**src/rtl/exp_mu_pkg.sv**
```systemverilog
// Shared types and constant helpers for the geometric exp-mu table generator.
package exp_mu_pkg;

  // Generator control states.
  typedef enum logic [1:0] {
    StIdle,
    StEmit,
    StDone
  } genState_e;

  // Round-half-up constant for a fixed-point value with `frac` fractional bits.
  function automatic logic [63:0] roundConst(input int unsigned frac);
    if (frac == 0) begin
      return 64'd0;
    end
    return 64'd1 << (frac - 1);
  endfunction

  // Largest unsigned value representable in `w` bits.
  function automatic logic [63:0] satMax(input int unsigned w);
    if (w >= 64) begin
      return '1;
    end
    return (64'd1 << w) - 64'd1;
  endfunction

endpackage

```
**src/rtl/exp_mu_mulsat.sv**
```systemverilog
// Combinational multiply, round-half-up and saturate: next = sat((cur*mu + half) >> MU_FRAC).
// Kept separate so a pipelined DSP variant can replace it later.
module exp_mu_mulsat
  import exp_mu_pkg::*;
#(
  parameter int unsigned DATA_W  = 17,
  parameter int unsigned MU_W    = 18,
  parameter int unsigned MU_FRAC = 9
) (
  input  logic [DATA_W-1:0] cur,
  input  logic [MU_W-1:0]   mu,
  output logic [DATA_W-1:0] next,
  output logic              sat
);

  // One spare bit so adding the rounding constant can never wrap the product.
  localparam int unsigned PW = DATA_W + MU_W + 1;
  localparam int unsigned QW = PW - MU_FRAC;

  localparam logic [PW-1:0] RND  = PW'(roundConst(MU_FRAC));
  localparam logic [QW-1:0] MAXQ = QW'(satMax(DATA_W));

  logic [PW-1:0] prod;
  logic [PW-1:0] rounded;
  logic [QW-1:0] quot;

  // Multiply, round, scale back to integer and clamp to the output range.
  always_comb begin
    prod    = PW'(cur) * PW'(mu);
    rounded = prod + RND;
    quot    = QW'(rounded >> MU_FRAC);
    sat     = (quot > MAXQ);
    next    = sat ? MAXQ[DATA_W-1:0] : quot[DATA_W-1:0];
  end

endmodule

```
**src/rtl/exp_mu_table_gen.sv**
```systemverilog
// Geometric table generator: streams entry[k] = S*M^k for k = 0..count-1 to a downstream
// table RAM over a valid/ready handshake, with abort, sticky saturation flag and busy status.
module exp_mu_table_gen
  import exp_mu_pkg::*;
#(
  parameter int unsigned DATA_W  = 17,
  parameter int unsigned MU_W    = 18,
  parameter int unsigned MU_FRAC = 9,
  parameter int unsigned ADDR_W  = 6
) (
  input  logic              CLK,
  input  logic              RST,
  input  logic              iStart,
  input  logic              iAbort,
  input  logic [MU_W-1:0]   iMu,
  input  logic [DATA_W-1:0] iS,
  input  logic [ADDR_W-1:0] iCount,
  input  logic              iReady,
  output logic [DATA_W-1:0] oData,
  output logic [ADDR_W-1:0] oAddr,
  output logic              oValid,
  output logic              oDone,
  output logic              oBusy,
  output logic              oSat
);

  localparam int unsigned DEPTH = 2 ** ADDR_W;
  // One extra bit so a zero count can be held as DEPTH.
  localparam int unsigned CNT_W = ADDR_W + 1;

  genState_e         stateQ, stateD;
  logic [DATA_W-1:0] curQ, curD;
  logic [DATA_W-1:0] nextQ, nextD;
  logic              nextSatQ, nextSatD;
  logic [ADDR_W-1:0] kQ, kD;
  logic [CNT_W-1:0]  countQ, countD;
  logic [MU_W-1:0]   muQ, muD;
  logic              satQ, satD;

  logic [DATA_W-1:0] mulCur;
  logic [MU_W-1:0]   mulMu;
  logic [DATA_W-1:0] mulNext;
  logic              mulSat;
  logic              transfer;
  logic              lastEntry;

  // At start the multiplier sees the fresh operands; while emitting it runs one entry ahead.
  exp_mu_mulsat #(
    .DATA_W  (DATA_W),
    .MU_W    (MU_W),
    .MU_FRAC (MU_FRAC)
  ) uMulSat (
    .cur  (mulCur),
    .mu   (mulMu),
    .next (mulNext),
    .sat  (mulSat)
  );

  assign transfer  = (stateQ == StEmit) && iReady;
  assign lastEntry = (({1'b0, kQ} + CNT_W'(1)) == countQ);

  // Next-state, operand latching and entry advance.
  always_comb begin
    stateD   = stateQ;
    curD     = curQ;
    nextD    = nextQ;
    nextSatD = nextSatQ;
    kD       = kQ;
    countD   = countQ;
    muD      = muQ;
    satD     = satQ;
    mulCur   = nextQ;
    mulMu    = muQ;

    unique case (stateQ)
      StIdle: begin
        mulCur = iS;
        mulMu  = iMu;
        if (iStart && !iAbort) begin
          curD     = iS;
          nextD    = mulNext;
          nextSatD = mulSat;
          muD      = iMu;
          countD   = (iCount == '0) ? CNT_W'(DEPTH) : {1'b0, iCount};
          kD       = '0;
          satD     = 1'b0;
          stateD   = StEmit;
        end
      end
      StEmit: begin
        if (iAbort) begin
          // A transfer in this cycle was already taken downstream; just stop.
          stateD = StIdle;
        end else if (transfer) begin
          if (lastEntry) begin
            stateD = StDone;
          end else begin
            kD       = kQ + ADDR_W'(1);
            curD     = nextQ;
            satD     = satQ | nextSatQ;
            nextD    = mulNext;
            nextSatD = mulSat;
          end
        end
      end
      StDone: begin
        stateD = StIdle;
      end
      default: begin
        stateD = StIdle;
      end
    endcase
  end

  // State and datapath registers with dominant synchronous reset.
  always_ff @(posedge CLK) begin
    if (RST) begin
      stateQ   <= StIdle;
      curQ     <= '0;
      nextQ    <= '0;
      nextSatQ <= 1'b0;
      kQ       <= '0;
      countQ   <= '0;
      muQ      <= '0;
      satQ     <= 1'b0;
    end else begin
      stateQ   <= stateD;
      curQ     <= curD;
      nextQ    <= nextD;
      nextSatQ <= nextSatD;
      kQ       <= kD;
      countQ   <= countD;
      muQ      <= muD;
      satQ     <= satD;
    end
  end

  assign oData  = curQ;
  assign oAddr  = kQ;
  assign oValid = (stateQ == StEmit);
  assign oDone  = (stateQ == StDone);
  assign oBusy  = (stateQ != StIdle);
  assign oSat   = satQ;

endmodule

```
**config.mk**
```make
export PLATFORM = sky130hd
export DESIGN_NAME = exp_mu_table_gen
export DESIGN_NICKNAME = d
export VERILOG_FILES = /design/src/rtl/exp_mu_pkg.sv /design/src/rtl/exp_mu_mulsat.sv /design/src/rtl/exp_mu_table_gen.sv
export SDC_FILE = /design/constraint.sdc
export NUM_CORES = 1
export LEC_CHECK = 0
export CORE_ASPECT_RATIO = 1.4
export CORE_MARGIN = 1
export CORE_UTILIZATION = 31
export DETAILED_ROUTE_END_ITERATION = 8
export SLEW_MARGIN = 30
export SYNTH_ARGS = -nofsm -noshare
export SYNTH_HDL_FRONTEND = slang
export SYNTH_HIERARCHICAL = 1
export SYNTH_SLANG_ARGS = --single-unit
```
**constraint.sdc**
```tcl
create_clock -name CLK -period 18.1 [get_ports CLK]
set_clock_uncertainty 0.15 [all_clocks]
set_input_delay 1.81 -clock CLK [delete_from_list [all_inputs] [get_ports CLK]]
set_output_delay 1.81 -clock CLK [all_outputs]
set_load 0.01 [all_outputs]
```
==> run_results.csv, run 1 <==
group,metric,value,unit
routing,firstDrtPassIters,5,
worst_setup_path,path_max_fanout,18,
worst_setup_path,max_stage_delay,0.55,ns
synthesis,synth_top_family_by_area,"adder cells",
synthesis,yosysTopAreaCell,"fa_1",
grt,grt_first_pass_wirelength,63600,microns
die,fp.dieW,185,microns
layout,regArea,1380,sq um
cts,cts-root-buf,"clkbuf_16",
worst_setup_path,cp_slowest_cell,"fa_1",
cts,cts_tree,"built",
cts,cts_hold_buf,0,
placement,gp_congestion,0.869,
die,ioPinCount,73,
placement,port-buffer-count,72,
routing,vias_per_cell,4.90,
sta,fin_crit_sh,0.510,
worst_setup_path,r2r-end,"nextQ[14]$_SDFFE_PP0P_",
synthesis,async_flop_share,0,
synthesis,muxShareOfSynthArea,0.0639,
worst_setup_path,rrSetupSlack,9.62,ns
cts,clock_latency,0.34,ns
routing,drt_wl_total,39700,microns
worst_hold_path,hold_class,"reg -> reg",
worst_setup_path,critPathMostFrequentCell,"fa_1",
layout,drive_gt1_frac,0.0641,
routing,drtAntennaViolNets,0,
sta,hold_violations,0,
routing,drtIter0Drc,505,
die,initial_utilization,0.315,
cts,htreeDepth,3,
grt,grt_overflow_total,0,
worst_setup_path,path_cells,"clkdlybuf4s50_1 -> mux2_2 -> and2_1 -> fa_1 -> inv_1 -> fa_1 -> fa_1 -> inv_1 -> fa_1 -> fa_1 -> inv_1 -> fa_1 -> inv_1 -> ha_1 -> nand2_1 -> o21ai_0 -> o21ai_0 -> o21ai_1 -> a21oi_1 -> xnor2_1 -> nor3_4 -> or4b_1 -> nand2b_1 -> mux2i_1",
grt,antenna_found_initial,0,
synthesis,ys_seq_elements,69,
worst_hold_path,min_path_cells,2,
worst_hold_path,hold_end,"muQ[15]$_SDFFE_PP0P_",
routing,wl_per_cell,17.2,microns
grt,track_usage,0.169,
worst_setup_path,worst-setup-path-type,"in -> reg",
synthesis,synth_ff_type,"dfxtp_1",
synthesis,synth_seq_area_share,0.0948,
cts,cts_setup_buffers,0,
synthesis,synth.top_cell.area_share,0.330,
die,rows,93,
synthesis,synthAdderAreaFrac,0.436,
worst_setup_path,arrival,9.28,ns
sta,fmax,108,MHz
grt,grt_max_degree,104,
worst_hold_path,min_from,"muQ[15]$_SDFFE_PP0P_",
cts,cts_buffer_depth,2,
placement,dpl.hpwl,30600,microns
synthesis,synthXorXnorAreaFrac,0.0168,
die,die_area,47900,sq um
worst_setup_path,r2r_cells,26,
sta,tns,0,ns
cts,clk_pin_slew,0.06,ns
outcome,status,"complete, no violations",
layout,multi_input_area,11600,sq um
synthesis,synth_area,14600,sq um
layout,n_fill_cell,4774,
synthesis,synth_cell_types,80,
sta,rsz0062_at_grt,"no",
synthesis,yosys_warnings,6,
synthesis,avgSynthCellArea,8.70,sq um
grt,grt_pass1_vias,12200,
sta,setup_viol,0,
sta,slew_viol_final,0,
routing,drc,0,
synthesis,ys_top_cells_by_area,"fa_1, ha_1, dfxtp_1",
layout,nets,2090,
job,max_cap_violations,0,
worst_setup_path,critPathCaptureType,"flop",
synthesis,syn-instance-count,1674,
worst_setup_path,reg2reg_from,"stateQ[1]$_SDFFE_PP0P_",
sta,fin_crit,9.23,ns
cts,numCtsBuffers,9,
layout,area_delta_synth_final,10.2,%
routing,vias,11300,
synthesis,synth_fp_nets,2083,
die,core-area,46200,sq um
synthesis,synthSimpleGateAreaFrac,0.208,
sta,maxSlewHeadroom,0.377,
synthesis,synth_edf_count,0,
die,die_h,258,microns
cts,postCtsResizedCells,0,
worst_setup_path,crit_required,18.15,ns
cts,cts_sinks,69,
layout,antennaDiodeCount,0,
synthesis,synth_compound_area_frac,0.0734,
sta,tightest_slew,0.934,ns
worst_setup_path,start_kind,"input port",
==> flip-flops by register name (all words and copies together), names as in the netlist <==
| register | cells |
|---|---|
| oData | 17 |
| nextSatQ | 1 |
| oSat | 1 |
| countQ | 7 |
| oAddr | 6 |
| muQ | 18 |
| nextQ | 17 |
| stateQ | 2 |
==> cell usage after synthesis, types with 3 or more instances <==
cell type and number:
a211oi_1 6, a21o_1 4, a21oi_1 76, a21oi_2 5, a22o_1 3, a31oi_1 4, and2_1 166, and3_1 6
buf_2 13, buf_6 9, clkbuf_1 56, dfxtp_1 69, fa_1 240, ha_1 123, inv_1 311, mux2_2 40
mux2_4 12, mux2i_1 30, nand2_1 258, nand2b_1 38, nand3_1 8, nand4_1 11, nor2_1 23, nor2b_1 20
nor3_1 6, o2111ai_1 3, o21ai_0 16, o21ai_1 4, o21bai_1 3, or3_1 6, or4_1 3, or4b_1 17
xnor2_1 21, xor2_1 7
==> area by class of cell <==
type | count | area share
Clock buffer | 9 | 0.0140
Clock inverter | 6 | 0.00460
Inverter | 312 | 0.0730
Multi-Input combinational cell | 1211 | 0.725
Sequential cell | 69 | 0.0861
Tap cell | 617 | 0.0481
Timing Repair Buffer | 78 | 0.0487
==> worst max path at each step <==
stage | startpoint | to | slack [ns] | cells after the start
finish | iMu[9] | nextQ[14]$_SDFFE_PP0P_ | 8.87 | 24
global route | iMu[9] | nextQ[3]$_SDFFE_PP0P_ | 8.51 | 24
CTS | iS[6] | nextQ[14]$_SDFFE_PP0P_ | 8.85 | 25
detailed placement | iS[7] | nextQ[14]$_SDFFE_PP0P_ | 8.52 | 25
global placement | iS[5] | nextQ[2]$_SDFFE_PP0P_ | 8.35 | 25
floorplan | iS[9] | nextQ[10]$_SDFFE_PP0P_ | 9.56 | 29
==> critical path: cells and delay by family <==
family | cells | cell delay, ns
and+or+nand+nor | 5 | 1.54
buffers and inverters | 5 | 0.65
adders and majority gates | 7 | 3.47
muxes | 2 | 0.57
AOI/OAI and AO/OA | 4 | 0.98
xor gates and xnor gates | 1 | 0.22
==> layer usage <==
layer	part of all wire	wire, microns	global-route usage	vias to the layer above
li1	-	-	-	5211
met1	0.39	15300	0.190	5757
met2	0.55	21700	0.326	243
met3	0.031	1220	0.0138	72
met4	0.035	1380	0.0606	0
met5	0	0	0	-
==> cells in the final DEF (no fill, tap or decap), types with 38 or more instances in the layout <==
cell type | Yosys | layout
nand2_1 | 258 | 258
inv_1 | 311 | 311
clkdlybuf4s50_1 | 0 | 71
fa_1 | 240 | 240
and2_1 | 166 | 166
nand2b_1 | 38 | 38
dfxtp_1 | 69 | 69
mux2_2 | 40 | 40
a21oi_1 | 76 | 76
ha_1 | 123 | 123
==> cells by family (layout without fill, tap and decap cells) <==
family | Yosys count | count (layout)
muxes | 82 | 82
xor gates and xnor gates | 28 | 28
adders and majority gates | 363 | 363
AOI/OAI and AO/OA | 159 | 159
buffers and inverters | 394 | 405
DFF | 69 | 69
and+or+nand+nor | 579 | 579
==> per-stage QoR <==
stage	hold slack [ns]	util	instance area, sq um	setup slack, ns	std cells
after floorplan	0.284	-	14600	9.56	1674
after global placement	0.289	0.340	15700	8.35	2286
after detailed placement	0.297	0.341	15700	8.52	2287
after CTS	0.305	0.347	16000	8.85	2302
after global routing	0.331	0.347	16000	8.51	2302
final	0.302	0.347	16000	8.87	2302
Power of run 1 is not shown: default switching activity piles up to over one toggle a cycle in this logic, so the estimate is an artifact.
==> run 2, diff against run 1 <==
==> constraint.sdc (replaced) <==
create_clock -name CLK -period 7.4 [get_ports CLK]
set_clock_uncertainty 0.15 [all_clocks]
set_input_delay 0.74 -clock CLK [delete_from_list [all_inputs] [get_ports CLK]]
set_output_delay 0.74 -clock CLK [all_outputs]
set_load 0.01 [all_outputs]
==> run_results.csv, run 2 (synthesized netlist as in run 1, its figures left out) <==
group,metric,value,unit
cts,cts_sinks,69,
placement,dpl.hpwl,31900,microns
layout,regMostFlops,"muQ",
cts,clk_pin_slew,0.06,ns
worst_setup_path,critPathMostFrequentCell,"fa_1",
sta,setup_viol,18,
grt,grt_pass1_vias,12800,
layout,drive_gt1_frac,0.225,
cts,cts_tree,"built",
sta,rsz0062_at_grt,"yes",
worst_setup_path,crit_required,7.45,ns
routing,drtIter0Drc,589,
worst_setup_path,arrival,7.64,ns
routing,wl_per_cell,17.1,microns
layout,area_delta_synth_final,28.5,%
routing,vias,12200,
worst_setup_path,path_max_fanout,8,
die,rows,93,
outcome,violations,"setup timing",
layout,antennaDiodeCount,0,
sta,tns,-2.88,ns
routing,firstDrtPassIters,7,
worst_hold_path,hold_class,"reg -> reg",
grt,grt_overflow_total,0,
die,die_area,47900,sq um
sta,slew_viol_final,0,
sta,fin_ws,-0.192,ns
grt,track_usage,0.170,
die,core-area,46200,sq um
worst_setup_path,start_kind,"flop",
cts,cts-root-buf,"clkbuf_16",
sta,tightest_slew,0.937,ns
placement,port-buffer-count,72,
routing,drtAntennaViolNets,0,
layout,nets,2304,
sta,holdWs,0.308,ns
die,fp.dieW,185,microns
job,max_cap_violations,0,
sta,fin_crit_sh,1.03,
sta,fin_crit,7.59,ns
layout,layout_common_cells,"inv_1, nand2_1, fa_1",
cts,cts_hold_buf,0,
layout,fin_util,0.405,
grt,antenna_found_initial,0,
outcome,status,"finished, violations left",
die,ioPinCount,73,
grt,grt_first_pass_wirelength,64200,microns
cts,numCtsBuffers,9,
worst_setup_path,cp_slowest_cell,"fa_1",
worst_setup_path,worst-setup-path-type,"reg -> reg",
cts,htreeDepth,3,
routing,drc,0,
die,die_h,258,microns
worst_setup_path,max_stage_delay,0.61,ns
sta,maxSlewHeadroom,0.376,
sta,hold_violations,0,
layout,largest_reg_flops,18,
grt,grt_max_degree,104,
cts,cts_buffer_depth,2,
placement,gp_congestion,0.895,
cts,clock_latency,0.34,ns
worst_setup_path,critPathCaptureType,"flop",
layout,layout_commonest_cell,"inv_1",
die,initial_utilization,0.315,
routing,drt_wl_total,43000,microns
sta,fmax,132,MHz
routing,vias_per_cell,4.86,
## run 2: cell types whose count changed in the layout (fill, tap and decap cells not counted), moves of 11 or more
cell / previous run / this run
buf_4: 5 / 169
fa_1: 240 / 229
inv_1: 311 / 297
a21oi_1: 76 / 61
ha_4: 0 / 13
inv_2: 1 / 15
and2_4: 0 / 15
fa_2: 0 / 11
mux2_2: 40 / 19
buf_12: 0 / 21
buf_6: 0 / 15
ha_1: 123 / 108
mux2_4: 12 / 39
and2_1: 166 / 151
## run 2: layout make-up
cell class              count  area [sq um]
fillers                  4603         27500
multi-input cells        1217         12300
repair buffers            286          2770
flip-flops and latches     69          1380
inverters                 312          1170
well taps                 617           772
clock buffers               9           225
clock inverters             7          56.3
## run 2: repair_timing
item                       in CTS  in global routing
pin swaps                       8                 34
setup endpoints to repair      18                 18
gates cloned                    4                 12
setup buffers                   7                 31
resized for setup              24                154
## run 2: critical path: cells and delay by family, from the launching register on
kind,cells,cell delay (ns)
adders and majority gates,7,3.23
and+or+nand+nor,8,1.45
buffers and inverters,11,1.24
AOI/OAI and AO/OA,3,0.61
muxes,2,0.42
DFF,1,0.33
## run 2: routing by layer
metal | up-vias | track usage | part of all wire | wire (microns)
met5 | - | 0 | 0 | 0
met4 | 0 | 0.0698 | 0.044 | 1880
met3 | 98 | 0.0174 | 0.037 | 1610
met2 | 274 | 0.325 | 0.55 | 23500
met1 | 6221 | 0.188 | 0.37 | 16000
li1 | 5651 | - | - | -
## run 2: stage by stage
step                worst slack, ns  instances  instance area (sq um)
floorplan                   0.00377       1674                  14700
global placement             -0.662       2449                  17100
CTS                          -0.215       2476                  17700
detailed placement           -0.729       2449                  17100
finish                       -0.192       2517                  18700
global route                 -0.385       2517                  18700
## run 2: path summary, 6_finish.rpt
check	start	end	slack, ns	cells past startpoint
worst min register to register	muQ[9]$_SDFFE_PP0P_	muQ[9]$_SDFFE_PP0P_	0.31	2
worst max register to register	stateQ[1]$_SDFFE_PP0P_	nextQ[2]$_SDFFE_PP0P_	-0.19	31
worst min-delay path	muQ[9]$_SDFFE_PP0P_	muQ[9]$_SDFFE_PP0P_	0.31	2
worst max-delay path	stateQ[1]$_SDFFE_PP0P_	nextQ[2]$_SDFFE_PP0P_	-0.19	31
Power of run 2 is left out for the same reason.
==> edit 1: new RTL, settings of run 2 <==
`MU_W` is set to 18 in 2 places; all go to 9.
--- a/src/rtl/exp_mu_mulsat.sv
+++ b/src/rtl/exp_mu_mulsat.sv
@@ -6,3 +6,3 @@
   parameter int unsigned DATA_W  = 17,
-  parameter int unsigned MU_W    = 18,
+  parameter int unsigned MU_W    = 9,
   parameter int unsigned MU_FRAC = 9
--- a/src/rtl/exp_mu_table_gen.sv
+++ b/src/rtl/exp_mu_table_gen.sv
@@ -6,3 +6,3 @@
   parameter int unsigned DATA_W  = 17,
-  parameter int unsigned MU_W    = 18,
+  parameter int unsigned MU_W    = 9,
   parameter int unsigned MU_FRAC = 9,
Interface: changed (resized iMu); port bits go from 73 to 64. The function was not compared with the original's and may differ.
==> edit 1 against run 2 <==
- non-clock buffer count down 207
- worst setup slack improved by 0.93 ns
- global-route usage down 0.22 points
- critical path depth decreased by 12
- final area fell by 51%
- sequential cell count is 9 lower
- sequential share of layout area rose by 5.7 points
- utilization decreased by 3.6 points
- synthesized area decreased by 45%
- wire length shrank 51%
- critical endpoint is now nextQ[16]
- highest routed layer unchanged
==> edit 1: results (changes against run 2) <==
drtIter0Drc: 304  # -48%
vias: 6413  # -48%
synth_area_leaders: "fa_1 (27%), dfxtp_1 (15%), ha_1 (10%)"
ys_types: 63  # -21%
synth-compound-area-share_pct: 12.9  # +5.6 points
grt_first_pass_wirelength_mm: 34.5  # -46%
synth_mux_area_share_pct: 5.95  # -0.44 points
hold_path_end: "muQ[4]"
grt_max_degree: 56  # -46%
regArea_mm2: 0.00120  # -13%
synthTopCellsByCount: "nand2_1 (118), fa_1 (106), and2_1 (90)"
seq_area_frac_synth_pct: 15.1  # +5.6 points
use_met2_pct: 31.8  # -0.75 points
holdWs_ns: 0.308  # +0.0000730 ns
grt_use_met3_pct: 1.64  # -0.098 points
nets: 1139  # -51%
grt_pass1_vias: 6703  # -48%
hp-start: "muQ[4]"
slew_headroom_pct: 42.1  # +4.6 points
fin_crit_sh_pct: 90.0  # -13 points
place_inst: 1235  # -50%
drive_above_1_share_pct: 8.76  # -14 points
status: "finished clean"
synth-adder-area-share_pct: 37.0  # -6.6 points
postCtsSetupBuffers: 0  # -7
wl_met3_um: 546  # -66%
finalWirelength_mm: 21.1  # -51%
edit 1: cell types whose count changed in the layout (fill, tap and decap cells not counted), moves of 21 or more:
cell      before  now
mux2_4        39    0
buf_4        169   16
nand2_1      251  118
inv_1        297   79
o21ai_0        6   33
fa_1         229  106
nand2b_1      38    4
ha_1         108   65
nor3_1         4   27
and2_1       151   90
buf_12        21    0
edit 1: final cells by class:
| cell class | count | share of cell area, % |
|---|---|---|
| well taps | 315 | 4.29 |
| flip-flops and latches | 60 | 13.1 |
| clock inverters | 5 | 0.912 |
| repair buffers | 79 | 8.11 |
| clock buffers | 11 | 2.64 |
| inverters | 79 | 3.23 |
| multi-input cells | 702 | 67.7 |
edit 1: power by group through the flow:
stage               registers, µW  clock network (µW)  logic, µW
finish                        379                 456       2540
global route                  384                 476       2870
CTS                           380                 462       2550
detailed placement            387                   0       2530
global placement              385                   0       2520
floorplan                     383                   0       1920
==> edit 2: new RTL, flow settings as in run 2 <==
Without the edit above. Make the reset (`RST`) asynchronous in one clocked block. Comments in the files are not updated.
--- a/src/rtl/exp_mu_table_gen.sv
+++ b/src/rtl/exp_mu_table_gen.sv
@@ -115,3 +115,3 @@
   // State and datapath registers with dominant synchronous reset.
-  always_ff @(posedge CLK) begin
+  always_ff @(posedge CLK or posedge RST) begin
     if (RST) begin
Function: changed (a bounded check fails within 4 cycles, from zero or initial values and one cycle with RST high; the reset may be asserted at any time).
==> edit 2 against run 2 <==
- the run still ends with negative setup slack left
- fmax down 3.3%
- sequential cell count unchanged
- worst setup slack worse by 0.26 ns
- utilization down 1.1 points
- critical path depth down 2
- sequential share of layout area up 2.1 points
- final area down 2.9%
- non-clock buffer count down 8
- wire length down 4.3%
- cell count down 3.1%
- synthesized area down 0.59%
Power is left out: the tool's default activity adds up to more than one toggle a clock period on the data nets, which glitch-free logic cannot reach.
==> edit 2: results (changes against run 2) <==
drtIter0Drc: 569  # -3.4%
globalRouteTotalUtil_pct: 17.6  # +0.63 points
clk_pin_slew_worst_paths_ns: 0.07
place_ws_ns: -0.859  # -0.131 ns
avgRoutedWirePerCell_um: 16.9  # -1.3%
slowest_delay_ns: 0.59  # -0.02 ns
worst_path_max_delay_cell: "fa_2"
grt_first_pass_wirelength_mm: 65.5  # +2.1%
status: "finished with violations"
vias: 11600  # -5.4%
setup_viol: 18  # unchanged
violations: "negative setup slack"
synth_area_leaders: "fa_1 (33%), dfrtp_1 (12%), ha_1 (11%)"
seq_area_frac_synth_pct: 11.9  # +2.4 points
synthTopCellsByCount: "inv_1 (312), nand2_1 (297), fa_1 (240)"
nets: 2227  # -3.3%
place_hpwl_mm: 33.2  # +4.0%
n_fill_cell: 4601  # -0.043%
grt_pass1_vias: 12700  # -0.82%
setup_ws_ns: -0.453  # -0.262 ns
drive_above_1_share_pct: 20.5  # -2.0 points
cp_max_fo: 9  # +1
ys.flop_type: "dfrtp_1"
gp_routability_congestion: 0.914  # +2.1%
worstRegToRegCells: 29  # -6.5%
tns_ns: -7.75  # -4.87 ns
arrival_ns: 7.93  # +0.29 ns
synth_nets: 2006  # -3.7%
worstMarginPinSlew_ns: 0.818  # -0.119 ns
min_delay_path_depth: 2  # unchanged
clock_path_buffers: 2  # unchanged
critPathTopFamily: "adder cells"
-- edit 2: cell types whose count changed in the layout (fill, tap and decap cells not counted), sizes merged, moves of 22 or more --
cell	delta
nand2b	-35
dfxtp	-69
mux2i	-22
dfrtp	+69
a21oi	-45
nand2	+39
-- edit 2: area by class of cell --
| class | instances | area share [%] |
|---|---|---|
| clock buffers | 10 | 1.31 |
| clock inverters | 6 | 0.282 |
| inverters | 313 | 6.46 |
| multi-input cells | 1147 | 64.2 |
| flip-flops and latches | 69 | 9.50 |
| well taps | 617 | 4.25 |
| repair buffers | 278 | 14.0 |
-- edit 2: cell families after synthesis --
| logic type | count (synthesis) | share of synthesized area (%) |
|---|---|---|
| fa+ha+maj | 363 | 43.8 |
| flops | 69 | 11.9 |
| xor+xnor | 31 | 1.88 |
| mux | 78 | 6.72 |
| buf+inv | 382 | 10.4 |
| simple gates | 559 | 19.3 |
| compound gates | 115 | 5.90 |
-- edit 2: repair_timing --
item / in CTS / in global routing
setup endpoints to repair: 18 / 18
pin swaps: 2 / 8
resized for setup: 12 / 55
cloned: 0 / 5
buffers inserted: 4 / 17
-- edit 2: metrics by stage --
step	std cells	area (µm²)
floorplan	1597	14800
CTS	2418	17700
finish	2440	18200
detailed placement	2398	17300
global route	2440	18200
global placement	2398	17300
-- edit 2: final timing paths --
check / from / to / slack [ns]
max: stateQ[0] / nextQ[14] / -0.45
min: muQ[2] / muQ[2] / 0.33
max reg2reg: stateQ[0] / nextQ[14] / -0.45
min reg2reg: muQ[2] / muQ[2] / 0.33
max in group asynchronous: RST / nextQ[0] / 5.91
min in group asynchronous: RST / oAddr[5] / 0.73
-- edit 2: routing by layer --
layer / GRT usage [%] / share of wire, %
met1: 20.3 / 39
met2: 32.6 / 53
met3: 1.45 / 2.6
met4: 8.26 / 4.7
met5: 0 / 0
